--- src/rtl/sync_fifo_fwft.sv ---
// First-word-fall-through FIFO with valid/ready on both sides, occupancy
// counter, almost-flags, sticky error flags, flush and a high-watermark.
module sync_fifo_fwft #(
    parameter int DATA_WIDTH         = 8,
    parameter int ADDR_WIDTH         = 4,
    parameter int ALMOST_FULL_LEVEL  = 12,
    parameter int ALMOST_EMPTY_LEVEL = 4
) (
    input  logic                  clk,
    input  logic                  reset,
    input  logic                  wr_valid_i,
    input  logic [DATA_WIDTH-1:0] wr_data_i,
    output logic                  wr_ready_o,
    output logic                  rd_valid_o,
    output logic [DATA_WIDTH-1:0] rd_data_o,
    input  logic                  rd_ready_i,
    input  logic                  flush_i,
    input  logic                  clear_errors_i,
    output logic [ADDR_WIDTH:0]   level_o,
    output logic [ADDR_WIDTH:0]   max_level_o,
    output logic                  empty_o,
    output logic                  full_o,
    output logic                  almost_empty_o,
    output logic                  almost_full_o,
    output logic                  overflow_o,
    output logic                  underflow_o
);
    localparam int DEPTH = 1 << ADDR_WIDTH;
    localparam logic [ADDR_WIDTH:0] DEPTH_L = (ADDR_WIDTH + 1)'(DEPTH);
    localparam logic [ADDR_WIDTH:0] AF_L    = (ADDR_WIDTH + 1)'(ALMOST_FULL_LEVEL);
    localparam logic [ADDR_WIDTH:0] AE_L    = (ADDR_WIDTH + 1)'(ALMOST_EMPTY_LEVEL);

    // Handshake: a transfer happens on a side only in a cycle where both its
    // valid and ready are high at the rising edge; flush cancels both sides.
    logic [DATA_WIDTH-1:0] mem_q [DEPTH];
    logic [ADDR_WIDTH-1:0] wr_ptr_q, wr_ptr_d;
    logic [ADDR_WIDTH-1:0] rd_ptr_q, rd_ptr_d;
    logic [ADDR_WIDTH:0]   level_q, level_d;
    logic [ADDR_WIDTH:0]   max_level_q, max_level_d;
    logic                  overflow_q, overflow_d;
    logic                  underflow_q, underflow_d;

    logic empty, full, push, pop, ovf_set, udf_set;

    assign empty   = (level_q == '0);
    assign full    = (level_q == DEPTH_L);
    assign push    = wr_valid_i & ~full & ~flush_i;
    assign pop     = rd_ready_i & ~empty & ~flush_i;
    assign ovf_set = wr_valid_i & full & ~flush_i;
    assign udf_set = rd_ready_i & empty & ~flush_i;

    always_comb begin
        wr_ptr_d    = wr_ptr_q;
        rd_ptr_d    = rd_ptr_q;
        level_d     = level_q;
        overflow_d  = (clear_errors_i ? 1'b0 : overflow_q) | ovf_set;
        underflow_d = (clear_errors_i ? 1'b0 : underflow_q) | udf_set;
        if (flush_i) begin
            wr_ptr_d = '0;
            rd_ptr_d = '0;
            level_d  = '0;
        end else begin
            if (push) wr_ptr_d = wr_ptr_q + 1'b1;
            if (pop)  rd_ptr_d = rd_ptr_q + 1'b1;
            case ({push, pop})
                2'b10:   level_d = level_q + 1'b1;
                2'b01:   level_d = level_q - 1'b1;
                default: level_d = level_q;
            endcase
        end
        // Watermark tracks the post-update level so a clear restarts from "now".
        if (clear_errors_i)            max_level_d = level_d;
        else if (level_d > max_level_q) max_level_d = level_d;
        else                           max_level_d = max_level_q;
    end

    always_ff @(posedge clk) begin
        if (reset) begin
            wr_ptr_q    <= '0;
            rd_ptr_q    <= '0;
            level_q     <= '0;
            max_level_q <= '0;
            overflow_q  <= 1'b0;
            underflow_q <= 1'b0;
        end else begin
            wr_ptr_q    <= wr_ptr_d;
            rd_ptr_q    <= rd_ptr_d;
            level_q     <= level_d;
            max_level_q <= max_level_d;
            overflow_q  <= overflow_d;
            underflow_q <= underflow_d;
        end
    end

    // Storage is deliberately left unreset; only pointers define contents.
    always_ff @(posedge clk) begin
        if (push && !reset) mem_q[wr_ptr_q] <= wr_data_i;
    end

    assign wr_ready_o     = ~full;
    assign rd_valid_o     = ~empty;
    assign rd_data_o      = empty ? '0 : mem_q[rd_ptr_q];
    assign level_o        = level_q;
    assign max_level_o    = max_level_q;
    assign empty_o        = empty;
    assign full_o         = full;
    assign almost_empty_o = (level_q <= AE_L);
    assign almost_full_o  = (level_q >= AF_L);
    assign overflow_o     = overflow_q;
    assign underflow_o    = underflow_q;
endmodule
--- config.mk ---
export PLATFORM = sky130hd
export DESIGN_NAME = sync_fifo_fwft
export DESIGN_NICKNAME = d
export VERILOG_FILES = /design/src/rtl/sync_fifo_fwft.sv
export SDC_FILE = /design/constraint.sdc
export NUM_CORES = 1
export LEC_CHECK = 0
export ABC_CLOCK_PERIOD_IN_PS = 6140
export CORE_AREA = 5 5 104 106
export CTS_CLUSTER_DIAMETER = 120
export CTS_CLUSTER_SIZE = 25
export DETAILED_ROUTE_END_ITERATION = 12
export DIE_AREA = 0 0 109 111
export DONT_BUFFER_PORTS = 1
export PLACE_DENSITY = 0.87
export SETUP_SLACK_MARGIN = 0.2
export SLEW_MARGIN = 0
export SYNTH_ARGS = -nofsm -noshare
export SYNTH_HDL_FRONTEND = slang
export SYNTH_SLANG_ARGS = --single-unit
--- constraint.sdc ---
create_clock -name clk -period 6.14 [get_ports clk]
set_input_delay 0.614 -clock clk [delete_from_list [all_inputs] [get_ports clk]]
set_output_delay 0.614 -clock clk [all_outputs]
set_load 0.03 [all_outputs]
==> flow_summary.ini, run 1 <==
[status]
status = completed

[setup_path]
critPathMaxStageDelay_ns = 0.72
crit_family = multiplexers
startpoint_type = flop
crit_buf_inv = 1
cp_common_cell = ha_1
r2r_setup_slack_ns = 1.44
cp.arrival_ns = 5.11
worstSetupPathType = reg -> reg
crit_required_ns = 6.55
critPathSlowestCell = dfxtp_1
worstPathMaxFanout = 10
cp-end-kind = flop
path_cells = nor4_2 > a21boi_1 > inv_1 > ha_1 > xor2_1 > ha_1 > a21oi_1 > mux2i_1 > mux2_2 > ha_1 > nand4_1 > nor3b_1 > o21bai_1 > mux2_2

[floorplan]
die_area_um2 = 12100
core_um2 = 9680
die_x_um = 109
start_util = 0.644
die-height_um = 111
ios = 40
rows = 36

[grt]
grt_pass1_vias = 3466
antenna_found_initial = 0
overflow = 0
grt_pass1_wl_mm = 19.0
track_usage = 0.219
grt_max_degree = 33

[detailed_routing]
first_pass_iters = 5
drtAntennaViolNets = 0
routed_wl_mm = 12.3
drc = 0
drtIter0Drc = 265
vias_per_cell = 6.18
wl_per_cell_um = 23.6
vias = 3214

[clocking]
cts_tree = done
cts-htree-levels = 4
cts_buffers = 17
postCtsHoldBufs = 0
ctsRootBufferMaster = clkbuf_8
clk_latency_ns = 0.52
cts_resized = 0
post_cts_buffers = 0
clock_path_buffers = 2
cts.sinks = 152
clk_pin_slew_worst_paths_ns = 0.06

[synthesis]
synth_warnings = 0
synthDistinctLibCells = 41
synthArstFlopShare = 0
synth_edf_count = 128
ys_ff_latch = 152
avgSynthCellArea_um2 = 16.9
yosysSeqAreaShare = 0.693
synthCells = 368
synth_ff_type = edfxtp_1
synth_area_um2 = 6240
syn_nets = 395

[power_and_ir_drop]
p_sw_frac = 0.187
p_clk_frac = 0.466
p_leak_nw = 2.23
intPower_w = 0.00177
pwr-share-seq = 0.516
powerDensity_nw_per_um2 = 314
ir_drop_mv = 0.204
p_total_w = 0.00218
pwr-share-comb = 0.018
power.switching_w = 0.000409

[timing]
rsz0062_at_grt = no
fin_crit_sh = 0.765
setup_slack_ns = 1.44
drv_slew = 0
timing_hold_violations_final = 0
clock.fmax_ghz = 0.213
setup_viol = 0
timing.setup.tns_ns = 0
period_needed_ns = 4.70
worst_clock_skew_ns = 0.00570
relSlewSlack = 0.269
hold_ws_ns = 0.161
tightest_slew_ns = 1.10

[final_layout]
nets = 401
layout_commonest_cell = edfxtp_1
fin_area_um2 = 6950
drive_gt1_frac = 0.186
final_cell_mix = 128 x edfxtp_1, 36 x nor2_1, 32 x mux4_2, 23 x dfxtp_1, 21 x mux2i_1
area_growth_pct = 11.4
antenna_cells = 0

[place]
placedInstanceArea_um2 = 6360
port_buffers = 0
dp_hpwl_mm = 7.48
place_ws_ns = 1.52
gp_congestion = 0.809

[hold_path]
hold_class = in -> reg

[run]
maxCapViolations = 0
==> final timing paths <==
check                                               from                           to  cells after the start
worst max-delay path               level_o[1]$_SDFF_PP0_  max_level_o[0]$_SDFFE_PP0P_                     14
worst min-delay path                               reset       underflow_o$_SDFF_PP0_                      1
worst max register to register     level_o[1]$_SDFF_PP0_  max_level_o[0]$_SDFFE_PP0P_                     14
worst min register to register  rd_ptr_q[2]$_SDFFE_PP0N_                         flop                      2
==> cells in the mapped netlist, types with 3 or more instances <==
cell type | number | area share
a21oi_1 | 6 | 0.0048
ha_1 | 13 | 0.026
or2_1 | 3 | 0.0030
xor2_1 | 5 | 0.0070
edfxtp_1 | 128 | 0.62
nand2b_1 | 6 | 0.0060
xnor2_1 | 5 | 0.0070
dfxtp_1 | 24 | 0.077
mux4_2 | 32 | 0.12
buf_1 | 4 | 0.0024
nand4_1 | 3 | 0.0030
nand2_1 | 14 | 0.0084
inv_1 | 9 | 0.0054
nor2b_1 | 5 | 0.0050
nor3_1 | 6 | 0.0048
nor2_1 | 36 | 0.022
buf_2 | 8 | 0.0064
clkbuf_1 | 5 | 0.0030
o22ai_1 | 9 | 0.0090
mux2i_1 | 21 | 0.034
==> final cells by class <==
type                       instances  area, µm²
clock buffer                      26        500
clock inverter                     6       87.6
fill                             582       2740
inverter                          11       41.3
multi-input combinational        186       1780
sequential                       152       4330
tap                              133        166
timing repair buffer               6       45.0
==> power groups by stage <==
stage / sequential, W / combinational (W) / clock [W]
4_1_cts: 0.00113 / 0.0000393 / 0.00103
5_1_grt: 0.00113 / 0.0000427 / 0.00108
3_5_place_dp: 0.00115 / 0.0000389 / 0
3_3_place_gp: 0.00115 / 0.0000376 / 0
6_report: 0.00113 / 0.0000393 / 0.00102
2_1_floorplan: 0.00115 / 0.0000337 / 0
==> cell families (layout without fill, tap and decap cells) <==
family          Yosys count  in the layout  synth area share
flops                   152            152             0.693
xor+xnor                 10             10            0.0140
buf+inv                  30             49            0.0215
fa+ha+maj                13             13            0.0261
simple gates             78             78            0.0590
mux                      55             55             0.153
compound gates           30             30            0.0333
==> state kept, by name, indices dropped and copies added, names as in the netlist, named ones only <==
signal       flops
level_o          5
max_level_o      5
mem_q          128
overflow_o       1
rd_ptr_q         4
underflow_o      1
wr_ptr_q         4
==> per-layer routing <==
| layer | GRT usage | wire length [µm] | part of all wire |
|---|---|---|---|
| met2 | 0.360 | 6410 | 0.52 |
| met5 | 0 | 0 | 0 |
| met4 | 0.0859 | 223 | 0.018 |
| met3 | 0.0810 | 999 | 0.082 |
| met1 | 0.259 | 4620 | 0.38 |
==> metrics by stage <==
step / util / cells
4_1_cts: 0.717 / 520
2_1_floorplan: - / 368
3_5_place_dp: 0.656 / 488
6_report: 0.717 / 520
5_1_grt: 0.717 / 520
3_3_place_gp: 0.656 / 488
Note: power is estimated with default switching activity, not from simulation.
==> inputs of run 2 (changes only) <==
--- a/config.mk
+++ b/config.mk
@@ -5,14 +5,14 @@
 export SDC_FILE = /design/constraint.sdc
 export NUM_CORES = 1
 export LEC_CHECK = 0
-export ABC_CLOCK_PERIOD_IN_PS = 6140
-export CORE_AREA = 5 5 104 106
+export ABC_CLOCK_PERIOD_IN_PS = 3800
+export CORE_AREA = 5 5 111 113
 export CTS_CLUSTER_DIAMETER = 120
 export CTS_CLUSTER_SIZE = 25
 export DETAILED_ROUTE_END_ITERATION = 12
-export DIE_AREA = 0 0 109 111
+export DIE_AREA = 0 0 116 118
 export DONT_BUFFER_PORTS = 1
-export PLACE_DENSITY = 0.87
+export PLACE_DENSITY = 0.81
 export SETUP_SLACK_MARGIN = 0.2
 export SLEW_MARGIN = 0
 export SYNTH_ARGS = -nofsm -noshare
==> constraint.sdc (replaced) <==
create_clock -name clk -period 3.8 [get_ports clk]
set_input_delay 0.38 -clock clk [delete_from_list [all_inputs] [get_ports clk]]
set_output_delay 0.38 -clock clk [all_outputs]
set_load 0.03 [all_outputs]
==> run 2 against run 1 <==
Via count rose by 0.47%; core utilization fell by 8.3 points; combinational power rose by 99%; global-route usage fell by 3.2 points; first-iteration DRC count fell by 11%; sequential share of layout area fell by 1.3 points; maximum frequency rose by 33%.
==> flow_summary.ini, run 2 (synthesis results as in run 1) <==
[clocking]
cts-htree-levels = 4
clk_latency_ns = 0.42
ctsRootBufferMaster = clkbuf_16
cts_buffers = 17
cts.sinks = 152
cts_tree = done
clk_pin_slew_worst_paths_ns = 0.06
postCtsHoldBufs = 0
clock_path_buffers = 2

[final_layout]
layout_commonest_cell = edfxtp_1
area_growth_pct = 14.1
final_cells = 544
drive_gt1_frac = 0.254
fin_area_um2 = 7120
final_cell_mix = 128 x edfxtp_1, 36 x nor2_1, 32 x mux4_2, 21 x mux2i_1, 20 x buf_4
largest_reg_flops = 128
antenna_cells = 0
regMostFlops = mem_q
nets = 415
fillerInstances = 775

[timing]
period_needed_ns = 3.52
rsz0062_at_grt = yes
clock.fmax_ghz = 0.284
setup_viol = 0
timing.setup.tns_ns = 0
tightest_slew_ns = 1.05
fin_crit_sh = 0.927
worst_clock_skew_ns = 0.0109
drv_slew = 0
relSlewSlack = 0.299
timing_hold_violations_final = 0

[floorplan]
start_util = 0.556
die_area_um2 = 13700
die_x_um = 116
ios = 40
die-height_um = 118
rows = 39
core_um2 = 11200

[detailed_routing]
vias_per_cell = 5.94
route.met3.wl_um = 742
drc = 0
drtAntennaViolNets = 0
wl_per_cell_um = 22.5
wl_met1_mm = 4.75
routed_wl_mm = 12.2
first_pass_iters = 4
vias = 3229
drtIter0Drc = 236
dr_wl_met2_mm = 6.70
dr.max_layer_used = met4

[grt]
antenna_found_initial = 0
grt_pass1_wl_mm = 18.6
overflow = 0
track_usage = 0.186
grt_pass1_vias = 3380
grt_max_degree = 19

[place]
port_buffers = 0
dp_hpwl_mm = 7.78
gp_congestion = 0.781
dp.cells = 504
placedInstanceArea_um2 = 6490

[setup_path]
timing.rr.end = max_level_o[0]$_SDFFE_PP0P_
crit_required_ns = 4.11
worstPathMaxFanout = 8
cp.arrival_ns = 3.83
r2r_setup_slack_ns = 0.28
r2r_cells = 14
startpoint_type = flop
r2r-start = level_o[3]$_SDFF_PP0_
cp-end-kind = flop
worstSetupPathType = reg -> reg

[hold_path]
hold_end = level_o[2]$_SDFF_PP0_
hold_class = in -> reg
hold_path_startpoint = reset
min_path_cells = 1

[run]
maxCapViolations = 0

[power_and_ir_drop]
p_leak_nw = 2.29
ir_drop_mv = 0.276
powerDensity_nw_per_um2 = 477

[status]
status = completed
[run 2: metal layers]
metal | global-route usage | vias to the layer above
li1 | - | 1461
met1 | 0.224 | 1666
met2 | 0.316 | 98
met3 | 0.0638 | 4
met4 | 0.0551 | 0
met5 | 0 | -
[run 2: through the flow]
| step | utilization | setup slack (ns) | hold slack, ns | power, W |
|---|---|---|---|---|
| floorplan | - | 0.166 | 0.479 | 0.00191 |
| finish | 0.634 | 0.279 | 0.0214 | 0.00339 |
| CTS | 0.625 | 0.202 | 0.00989 | 0.00340 |
| global route | 0.634 | 0.122 | 0.00711 | 0.00350 |
| global placement | 0.578 | 0.314 | 0.454 | 0.00192 |
| detailed placement | 0.578 | 0.142 | 0.447 | 0.00193 |
[run 2: worst max path at each step]
| stage | start | to | slack, ns | cells past startpoint |
|---|---|---|---|---|
| after floorplan | level_o[2]$_SDFF_PP0_ | max_level_o[0]$_SDFFE_PP0P_ | 0.17 | 15 |
| after global placement | level_o[4]$_SDFF_PP0_ | max_level_o[3]$_SDFFE_PP0P_ | 0.31 | 14 |
| after detailed placement | wr_valid_i | max_level_o[3]$_SDFFE_PP0P_ | 0.14 | 15 |
| after CTS | level_o[3]$_SDFF_PP0_ | max_level_o[0]$_SDFFE_PP0P_ | 0.20 | 13 |
| after global routing | level_o[3]$_SDFF_PP0_ | max_level_o[0]$_SDFFE_PP0P_ | 0.12 | 14 |
| final | level_o[3]$_SDFF_PP0_ | max_level_o[0]$_SDFFE_PP0P_ | 0.28 | 14 |
[run 2: layout make-up]
type	instances	area, µm²	area share
clock inverter	13	87.6	0.0123
inverter	11	41.3	0.00580
timing repair buffer	20	150	0.0211
multi-input combinational	186	1890	0.265
clock buffer	19	433	0.0608
sequential	152	4340	0.609
tap	143	179	0.0251
[run 2: where the power goes]
group	switching (W)	total, W	leakage [nW]	internal, W
Sequential	0.00000932	0.00182	1.35	0.00181
Clock	0.000617	0.00150	0.251	0.000880
Combinational	0.0000448	0.0000781	0.692	0.0000333
[run 2: worst max-delay path: stages (launching register included)]
cell      delay, ns
dfxtp_4        0.41
nor4_4         0.34
buf_4          0.20
a21oi_4        0.07
ha_4           0.18
xor2_1         0.16
ha_2           0.20
a21oi_2        0.12
mux2i_1        0.24
mux2_4         0.35
ha_4           0.27
nand4_1        0.14
nor3b_2        0.24
o21bai_4       0.19
mux2_4         0.31
[run 2: timing repair]
| item | 4_1_cts | 5_1_grt |
|---|---|---|
| buffers inserted | 0 | 8 |
| hold endpoints to repair | 0 | 0 |
| cloned | 0 | 0 |
| resized for setup | 2 | 8 |
| pin swaps | 1 | 7 |
| endpoints found under the setup margin | 3 | 5 |
